`src/rtl/mem_bus_arb_pkg.sv`:
```
// mem_bus_arb_pkg: shared encodings for the memory bus arbiter.
//   - FSM state codes (IDLE / ADDR / DATA)
//   - owner codes (INST = 0, DATA = 1)
//   - sram-like transfer size codes (byte / half / word)
package mem_bus_arb_pkg;

    localparam logic [1:0] ST_IDLE = 2'd0;
    localparam logic [1:0] ST_ADDR = 2'd1;
    localparam logic [1:0] ST_DATA = 2'd2;

    localparam logic OWNER_INST = 1'b0;
    localparam logic OWNER_DATA = 1'b1;

    localparam logic [1:0] SIZE_BYTE = 2'd0;
    localparam logic [1:0] SIZE_HALF = 2'd1;
    localparam logic [1:0] SIZE_WORD = 2'd2;

endpackage

```
`src/rtl/mem_arb_wdog.sv`:
```
// mem_arb_wdog: transaction watchdog for mem_bus_arb.
// Only instantiated when MEM_ARB_WATCHDOG_EN is defined.
// Ports:
//   clk, resetn  clock, async active-low reset
//   start_i      grant cycle; clears the counter as the FSM enters ADDR
//   active_i     FSM is in ADDR or DATA; counter advances once per cycle
//   timeout_o    sticky flag, set when the counter reaches WDOG_CYCLES
module mem_arb_wdog #(
    parameter int WDOG_CYCLES = 255
) (
    input  logic clk,
    input  logic resetn,
    input  logic start_i,
    input  logic active_i,
    output logic timeout_o
);

    localparam int CW = $clog2(WDOG_CYCLES + 1);
    localparam logic [CW-1:0] LIMIT = CW'(WDOG_CYCLES);

    logic [CW-1:0] cnt_q, cnt_d;
    logic          timeout_q, timeout_d;

    always_comb begin
        cnt_d     = cnt_q;
        timeout_d = timeout_q;
        if (start_i) begin
            cnt_d = '0;
        end else if (active_i && (cnt_q != LIMIT)) begin
            // saturate at the limit so a hung bus never wraps the count
            cnt_d = cnt_q + 1'b1;
        end
        if (cnt_d == LIMIT) begin
            timeout_d = 1'b1;
        end
    end

    always_ff @(posedge clk or negedge resetn) begin
        if (!resetn) begin
            cnt_q     <= '0;
            timeout_q <= 1'b0;
        end else begin
            cnt_q     <= cnt_d;
            timeout_q <= timeout_d;
        end
    end

    assign timeout_o = timeout_q;

endmodule

```
`src/rtl/mem_bus_arb.sv`:
```
// mem_bus_arb: two-master (instruction / data) to one sram-like slave arbiter,
// at most one outstanding bus transaction.
// Ports:
//   clk, resetn                    clock, async active-low reset
//   inst_req/inst_addr             instruction fetch request (word read)
//   inst_addr_ok/data_ok/rdata     instruction-side responses
//   data_req/wr/size/wstrb/addr/wdata  data-side request
//   data_addr_ok/data_ok/rdata     data-side responses
//   bus_*                          shared master port and slave responses
//   bus_timeout                    sticky watchdog flag
// Build option: MEM_ARB_WATCHDOG_EN adds the mem_arb_wdog watchdog; without it
// bus_timeout is tied to 0.
//
// state | meaning
// IDLE  | no transaction; grant any pending request and latch its fields
// ADDR  | bus_req driven from latched fields, waiting for bus_addr_ok
// DATA  | address accepted, waiting for bus_data_ok
module mem_bus_arb
    import mem_bus_arb_pkg::*;
#(
    parameter int WDOG_CYCLES = 255
) (
    input  logic        clk,
    input  logic        resetn,
    input  logic        inst_req,
    input  logic [31:0] inst_addr,
    output logic        inst_addr_ok,
    output logic        inst_data_ok,
    output logic [31:0] inst_rdata,
    input  logic        data_req,
    input  logic        data_wr,
    input  logic [1:0]  data_size,
    input  logic [3:0]  data_wstrb,
    input  logic [31:0] data_addr,
    input  logic [31:0] data_wdata,
    output logic        data_addr_ok,
    output logic        data_data_ok,
    output logic [31:0] data_rdata,
    output logic        bus_req,
    output logic        bus_wr,
    output logic [1:0]  bus_size,
    output logic [3:0]  bus_wstrb,
    output logic [31:0] bus_addr,
    output logic [31:0] bus_wdata,
    input  logic        bus_addr_ok,
    input  logic        bus_data_ok,
    input  logic [31:0] bus_rdata,
    output logic        bus_timeout
);

    logic [1:0]  state_q, state_d;
    logic        owner_q, owner_d;
    logic        last_q, last_d;
    logic        wr_q, wr_d;
    logic [1:0]  size_q, size_d;
    logic [3:0]  wstrb_q, wstrb_d;
    logic [31:0] addr_q, addr_d;
    logic [31:0] wdata_q, wdata_d;

    logic any_req;
    logic grant_data;

    assign any_req = inst_req | data_req;
    // On a conflict the side that did not win last time gets the bus.
    assign grant_data = data_req & (~inst_req | (last_q == OWNER_INST));

    always_comb begin
        state_d = state_q;
        owner_d = owner_q;
        last_d  = last_q;
        wr_d    = wr_q;
        size_d  = size_q;
        wstrb_d = wstrb_q;
        addr_d  = addr_q;
        wdata_d = wdata_q;
        case (state_q)
            ST_IDLE: begin
                if (any_req) begin
                    state_d = ST_ADDR;
                    owner_d = grant_data ? OWNER_DATA : OWNER_INST;
                    last_d  = grant_data ? OWNER_DATA : OWNER_INST;
                    if (grant_data) begin
                        wr_d    = data_wr;
                        size_d  = data_size;
                        wstrb_d = data_wstrb;
                        addr_d  = data_addr;
                        wdata_d = data_wdata;
                    end else begin
                        wr_d    = 1'b0;
                        size_d  = SIZE_WORD;
                        wstrb_d = 4'b0000;
                        addr_d  = inst_addr;
                        wdata_d = 32'h0;
                    end
                end
            end
            // a coincident bus_data_ok is ignored here; only DATA consumes it
            ST_ADDR: if (bus_addr_ok) state_d = ST_DATA;
            ST_DATA: if (bus_data_ok) state_d = ST_IDLE;
            default: state_d = ST_IDLE;
        endcase
    end

    always_ff @(posedge clk or negedge resetn) begin
        if (!resetn) begin
            state_q <= ST_IDLE;
            owner_q <= OWNER_INST;
            last_q  <= OWNER_INST;
            wr_q    <= 1'b0;
            size_q  <= 2'b00;
            wstrb_q <= 4'b0000;
            addr_q  <= 32'h0;
            wdata_q <= 32'h0;
        end else begin
            state_q <= state_d;
            owner_q <= owner_d;
            last_q  <= last_d;
            wr_q    <= wr_d;
            size_q  <= size_d;
            wstrb_q <= wstrb_d;
            addr_q  <= addr_d;
            wdata_q <= wdata_d;
        end
    end

    assign bus_req   = (state_q == ST_ADDR);
    assign bus_wr    = wr_q;
    assign bus_size  = size_q;
    assign bus_wstrb = wstrb_q;
    assign bus_addr  = addr_q;
    assign bus_wdata = wdata_q;

    assign inst_addr_ok = bus_addr_ok & (state_q == ST_ADDR) & (owner_q == OWNER_INST);
    assign data_addr_ok = bus_addr_ok & (state_q == ST_ADDR) & (owner_q == OWNER_DATA);
    assign inst_data_ok = bus_data_ok & (state_q == ST_DATA) & (owner_q == OWNER_INST);
    assign data_data_ok = bus_data_ok & (state_q == ST_DATA) & (owner_q == OWNER_DATA);

    assign inst_rdata = bus_rdata;
    assign data_rdata = bus_rdata;

`ifdef MEM_ARB_WATCHDOG_EN
    logic wdog_start;
    logic wdog_active;

    assign wdog_start  = (state_q == ST_IDLE) & any_req;
    assign wdog_active = (state_q != ST_IDLE);

    mem_arb_wdog #(
        .WDOG_CYCLES(WDOG_CYCLES)
    ) u_wdog (
        .clk      (clk),
        .resetn   (resetn),
        .start_i  (wdog_start),
        .active_i (wdog_active),
        .timeout_o(bus_timeout)
    );
`else
    // Watchdog compiled out: flag is constant 0; the parameter stays on the
    // interface so both builds instantiate identically.
    assign bus_timeout = 1'b0 & (WDOG_CYCLES > 0);
`endif

endmodule

```
`config.mk`:
```
export PLATFORM = sky130hd
export DESIGN_NAME = mem_bus_arb
export DESIGN_NICKNAME = d
export VERILOG_FILES = /design/src/rtl/mem_bus_arb_pkg.sv /design/src/rtl/mem_arb_wdog.sv /design/src/rtl/mem_bus_arb.sv
export SDC_FILE = /design/constraint.sdc
export NUM_CORES = 1
export LEC_CHECK = 0
export BUFFER_PORTS_ARGS = -buffer_cell sky130_fd_sc_hd__buf_2
export CORE_MARGIN = 3
export CORE_UTILIZATION = 35
export CTS_CLUSTER_SIZE = 28
export DETAILED_ROUTE_END_ITERATION = 16
export PLACE_DENSITY_LB_ADDON = 0.1
export SLEW_MARGIN = 20
export SYNTH_ARGS = -nofsm -noshare
export SYNTH_HDL_FRONTEND = slang
export SYNTH_SLANG_ARGS = --single-unit
```
`constraint.sdc`:
```
create_clock -name clk -period 2 [get_ports clk]
set_input_delay 0.2 -clock clk [delete_from_list [all_inputs] [get_ports clk]]
set_output_delay 0.2 -clock clk [all_outputs]
set_load 0.03 [all_outputs]
```
# Yosys cells after proc, flatten, opt, wreduce, memory -nomap -nowiden
# Index checks and enable logic that the tools add are counted.
# totals
reg_bits,74
latchBits,0
mem_bits_rw,0
mem_bits_ro,0
inputBits,141
out_inout_bits,141
wordCells,36
n_memories,0
# op_classes
addsub,0
multipliers,0
n_div,0
magnitude_cmp,0
n_eq_ne,5
shifts,0
mux,10
n_bitwise,11
reduce_logical,3
# ops
op,n
two-way mux 32 bit,2
two-way mux 2 bit,4
bitwise AND 1 bit,7
one-hot mux 2 bit (3 select lines),1
two-way mux 4 bit,1
"inequality test 2 bit, second input constant",2
AND reduction 3 bit,1
"== test 2 x 1 -> 1 bit, second input constant",1
"== test 2 bit, second input constant",1
logical NOT 2 bit,1
two-way mux 1 bit,2
"inequality test 2 x 1 -> 1 bit, second input constant",1
inverter 1 bit,2
bitwise OR 1 bit,2
AND reduction 2 bit,1

# Logic depth before layout (Yosys ltp)
# depth
word_depth,4
depth_mapped,5
mapped_depth_nobuf,3

# Worst setup path before layout
# OpenSTA, ideal clock, no wires.
# synth_timing
path_kind,register to output
from,register state_q[0]
to,output inst_addr_ok
arrival_time_ns,1.528
required_ns,1.800
setup_slack_ns,0.272
path_stages_with_launch,4
n_path_buf,0
path_cell_list,dfrtp_1 > nor2b_1 > nand2_1 > nor2_1
# synth_via
elab_chain_cells,3
# synth_rtl
element,line_no,source
start: declaration,mem_bus_arb.sv:51,"logic [1:0] state_q, state_d;"
start signal: assignment,mem_bus_arb.sv:115,state_q <= state_d;
== test 2 x 1 -> 1 bit,--,
net bus_req,mem_bus_arb.sv:39,"output logic bus_req,"
bitwise AND 1 bit (2 in a row),mem_bus_arb.sv:133,assign inst_addr_ok = bus_addr_ok & (state_q == ST_ADDR) & (owner_q == OWNER_INST);
end: declaration,mem_bus_arb.sv:27,"output logic inst_addr_ok,"
# The timed path passes the listed nets, and every way through them passes these cells.

# Worst setup path in the final report
# layout_timing
from,register state_q[0]
to,output inst_addr_ok
# layout_via
elab_chain_cells,3
# layout_rtl
element,line_no
== test 2 x 1 -> 1 bit,mem_bus_arb.sv:133
bitwise AND 1 bit (2 in a row),mem_bus_arb.sv:133
# No other way between the ends.

==> results by group <==
Outcome
  – Status: complete, no violations

Layout
  – Nets@finish: 539
  – N_diodes: 0
  – Finished Layout Cells: 535
  – Sequential cell area: 1850 um2
  – Fillers: 932
  – Area Growth Syn to Fin: 22.0%
  – Ratio of cells with drive above 1 in the final layout: 0.677
  – Multi-input logic area: 1280 um2

Clock tree
  – Root Buffer Master: clkbuf_8
  – CTS max path bufs: 2
  – Worst-Skew Late Latency: 0.34 ns
  – H-tree Lvls: 3
  – Clock slew at reported path FFs: 0.07 ns
  – CTS tree: built
  – Num CTS Buffers: 9
  – CTS Hold Buffers Added: 1
  – Setup Fix Bufs, Post-CTS: 0
  – CTS Sinks: 74
  – Post_cts resized: 0

Synthesis
  – Mapped Nets: 417
  – Top cell type by total area after synthesis: dfrtp_1
  – Seq/Total Area, Yosys: 0.498
  – Post-synth top area share: 0.498
  – Top post-synthesis cells by area: dfrtp_1 50%, buf_4 13%, mux2_4 12%, mux2_2 10%, a22o_1 9.0%
  – Distinct cells, synth: 23
  – Post-synthesis cell count: 276
  – Avg Inst Size Synth: 13.5 um2
  – Synthesized flop and latch total: 74
  – Syn. warnings: 0
  – Post-Syn Area: 3720 um2

Route
  – ANT nets after route: 0
  – Initial DRC count: 66
  – Average vias per placed instance: 4.62
  – Routed WL: 8.20 mm
  – DRC Markers: 0
  – Vias: 2471
  – DRT Pass-1 Iters: 6
  – WL/cell: 15.3 um

Setup path
  – Crit path from: state_q[0]
  – Worst Setup End Kind: primary output
  – CP Cell Sequence: nor2b_1 -> nand2_1 -> nor2_1 -> buf_2
  – Crit path max fanout: 6
  – WP data required: 1.80 ns
  – Crit path arrival time: 1.55 ns
  – Crit path largest cell delay: 0.47 ns
  – CP Class: reg -> out
  – Worst-case reg-to-reg path depth: 4
  – Top delay family on crit path: simple AND/OR/NAND/NOR gates
  – Critical Path Source Type: flip-flop
  – Cell count along the critical path: 4
  – Number of buffers and inverters on the critical path: 1
  – RR Startpoint: last_q
  – Slowest CP cell: dfrtp_1

Global route
  – Total GRT Usage: 0.134
  – Largest net degree at the start of global routing: 44
  – Grt ovf: 0
  – First-pass GRT wire length: 12.2 mm
  – Antenna violations before repair: 0
  – Vias in the first global route: 2423

STA
  – Final Slew Violations: 0
  – Max Clock Freq: 571 MHz
  – Final hold viol count: 0
  – Final setup viols: 0
  – Final setup TNS: 0 ns
  – Final period utilization: 0.876
  – Final min period: 1.75 ns
  – Worst Skew: 0.00830 ns
  – RSZ-0062 raised after global routing: false

Pwr
  – P_leak: 0.00242 uW
  – Sw Ratio: 0.439
  – Peak VDD IR: 785 uV
  – Total Power: 7890 uW
  – Sequential share of power: 0.335
  – Comb pwr share: 0.523
  – Pwr per Cell Area: 1740 nW/um2
  – Clk pwr share: 0.143
  – Sw power: 3460 uW
  – Internal Power: 4430 uW

Hold path
  – HP Class: in -> reg
  – Min-Delay Path Depth: 2
  – Min-delay src: bus_data_ok

Placed design
  – Placed cells: 519
  – RePlAce Congestion: 0.728
  – # port buffers: 184

Floorplanning
  – Die height: 109 um
  – Row Count: 36
  – Die Footprint: 11900 um2
  – Die Width: 109 um
  – Initial Utilization: 0.370
  – CORE AREA: 10000 um2
  – IO Pins: 282

Flow run
  – Maxcap violations: 0
layout make-up:
cell class	count	area share
Inverter	3	0.00248
Sequential cell	74	0.408
Clock inverter	5	0.0121
Multi-Input combinational cell	119	0.283
Timing Repair Buffer	191	0.227
Tap cell	133	0.0367
Clock buffer	10	0.0304
synth_stat cells (all sizes together):
cell type	count
nand2b	1
nor2b	1
mux2	64
a21bo	1
conb	1
o21ai	3
buf	76
inv	3
and3	1
a22oi	1
a21o	1
nor2	2
clkbuf	4
nor3	2
nor3b	1
a22o	38
dfrtp	74
nand2	2
metrics by stage:
step | setup WS (ns) | hold WS (ns) | instance area (um2) | utilization
2_1_floorplan | 0.272 | -0.0956 | 3720 | -
3_3_place_gp | 0.422 | 0.195 | 4330 | 0.431
3_5_place_dp | 0.395 | 0.189 | 4330 | 0.431
4_1_cts | 0.222 | 0.0491 | 4530 | 0.451
5_1_grt | 0.0908 | 0.0485 | 4530 | 0.451
6_report | 0.247 | 0.0688 | 4530 | 0.451
cell usage in the layout, fill, tap and decap left out:
cell type      Yosys  final
a21bo_2            0      1
a21o_1             1      1
a22o_1            38     38
a22oi_1            1      1
and3_1             1      1
buf_12             0      4
buf_2              7    183
buf_4             65      3
bufinv_16          0      1
clkbuf_8           0     10
clkinv_2           0      2
clkinvlp_4         0      2
conb_1             1      1
dfrtp_1           74     74
dlygate4sd3_1      0      1
inv_1              3      3
mux2_2            34     34
mux2_4            30     30
nand2_1            2      2
nand2b_1           1      1
nor2_1             2      2
nor2b_1            1      1
nor3_1             1      1
nor3_4             0      1
nor3b_1            1      1
o21ai_0            2      2
o21ai_4            0      1
layer usage:
metal,up-vias,part of all wire,GRT usage
met3,30,0.13,0.0545
met2,144,0.44,0.198
li1,1147,-,-
met1,1150,0.41,0.169
met4,0,0.023,0.0640
met5,-,0,0
registers in the layout, summed over array words and instances, names as in the netlist:
signal / count
bus_addr: 32
bus_size: 2
bus_wdata: 32
bus_wr: 1
bus_wstrb: 4
last_q: 1
state_q: 2
worst reg2reg max path: stages (launching register included):
cell	delay, ns
dfrtp_1	0.42
a21bo_2	0.18
buf_12	0.26
mux2_2	0.37
mux2_2	0.26
power groups by stage:
| stage | combinational (uW) | sequential (uW) | clock [uW] |
|---|---|---|---|
| after floorplan | 1730 | 4060 | 0 |
| final | 4120 | 2640 | 1130 |
| after detailed placement | 4210 | 2640 | 0 |
| after global routing | 4400 | 2750 | 1250 |
| after CTS | 4200 | 2640 | 1180 |
| after global placement | 4190 | 2650 | 0 |
cell families after synthesis:
kind of cell | synth area share
flops | 0.498
other cells | 0.00101
compound gates | 0.101
buf+inv | 0.160
simple gates | 0.0152
mux | 0.224
path summary, 6_finish.rpt:
check | to | slack (ns)
max | inst_addr_ok | 0.25
min | state_q[1] | 0.07
max reg2reg | bus_addr[11] | 0.40
min reg2reg | bus_addr[6] | 0.50
max in group asynchronous | bus_wstrb[1] | 1.04
min in group asynchronous | bus_addr[18] | 0.35
No activity file was read; power rests on OpenSTA's default activity.
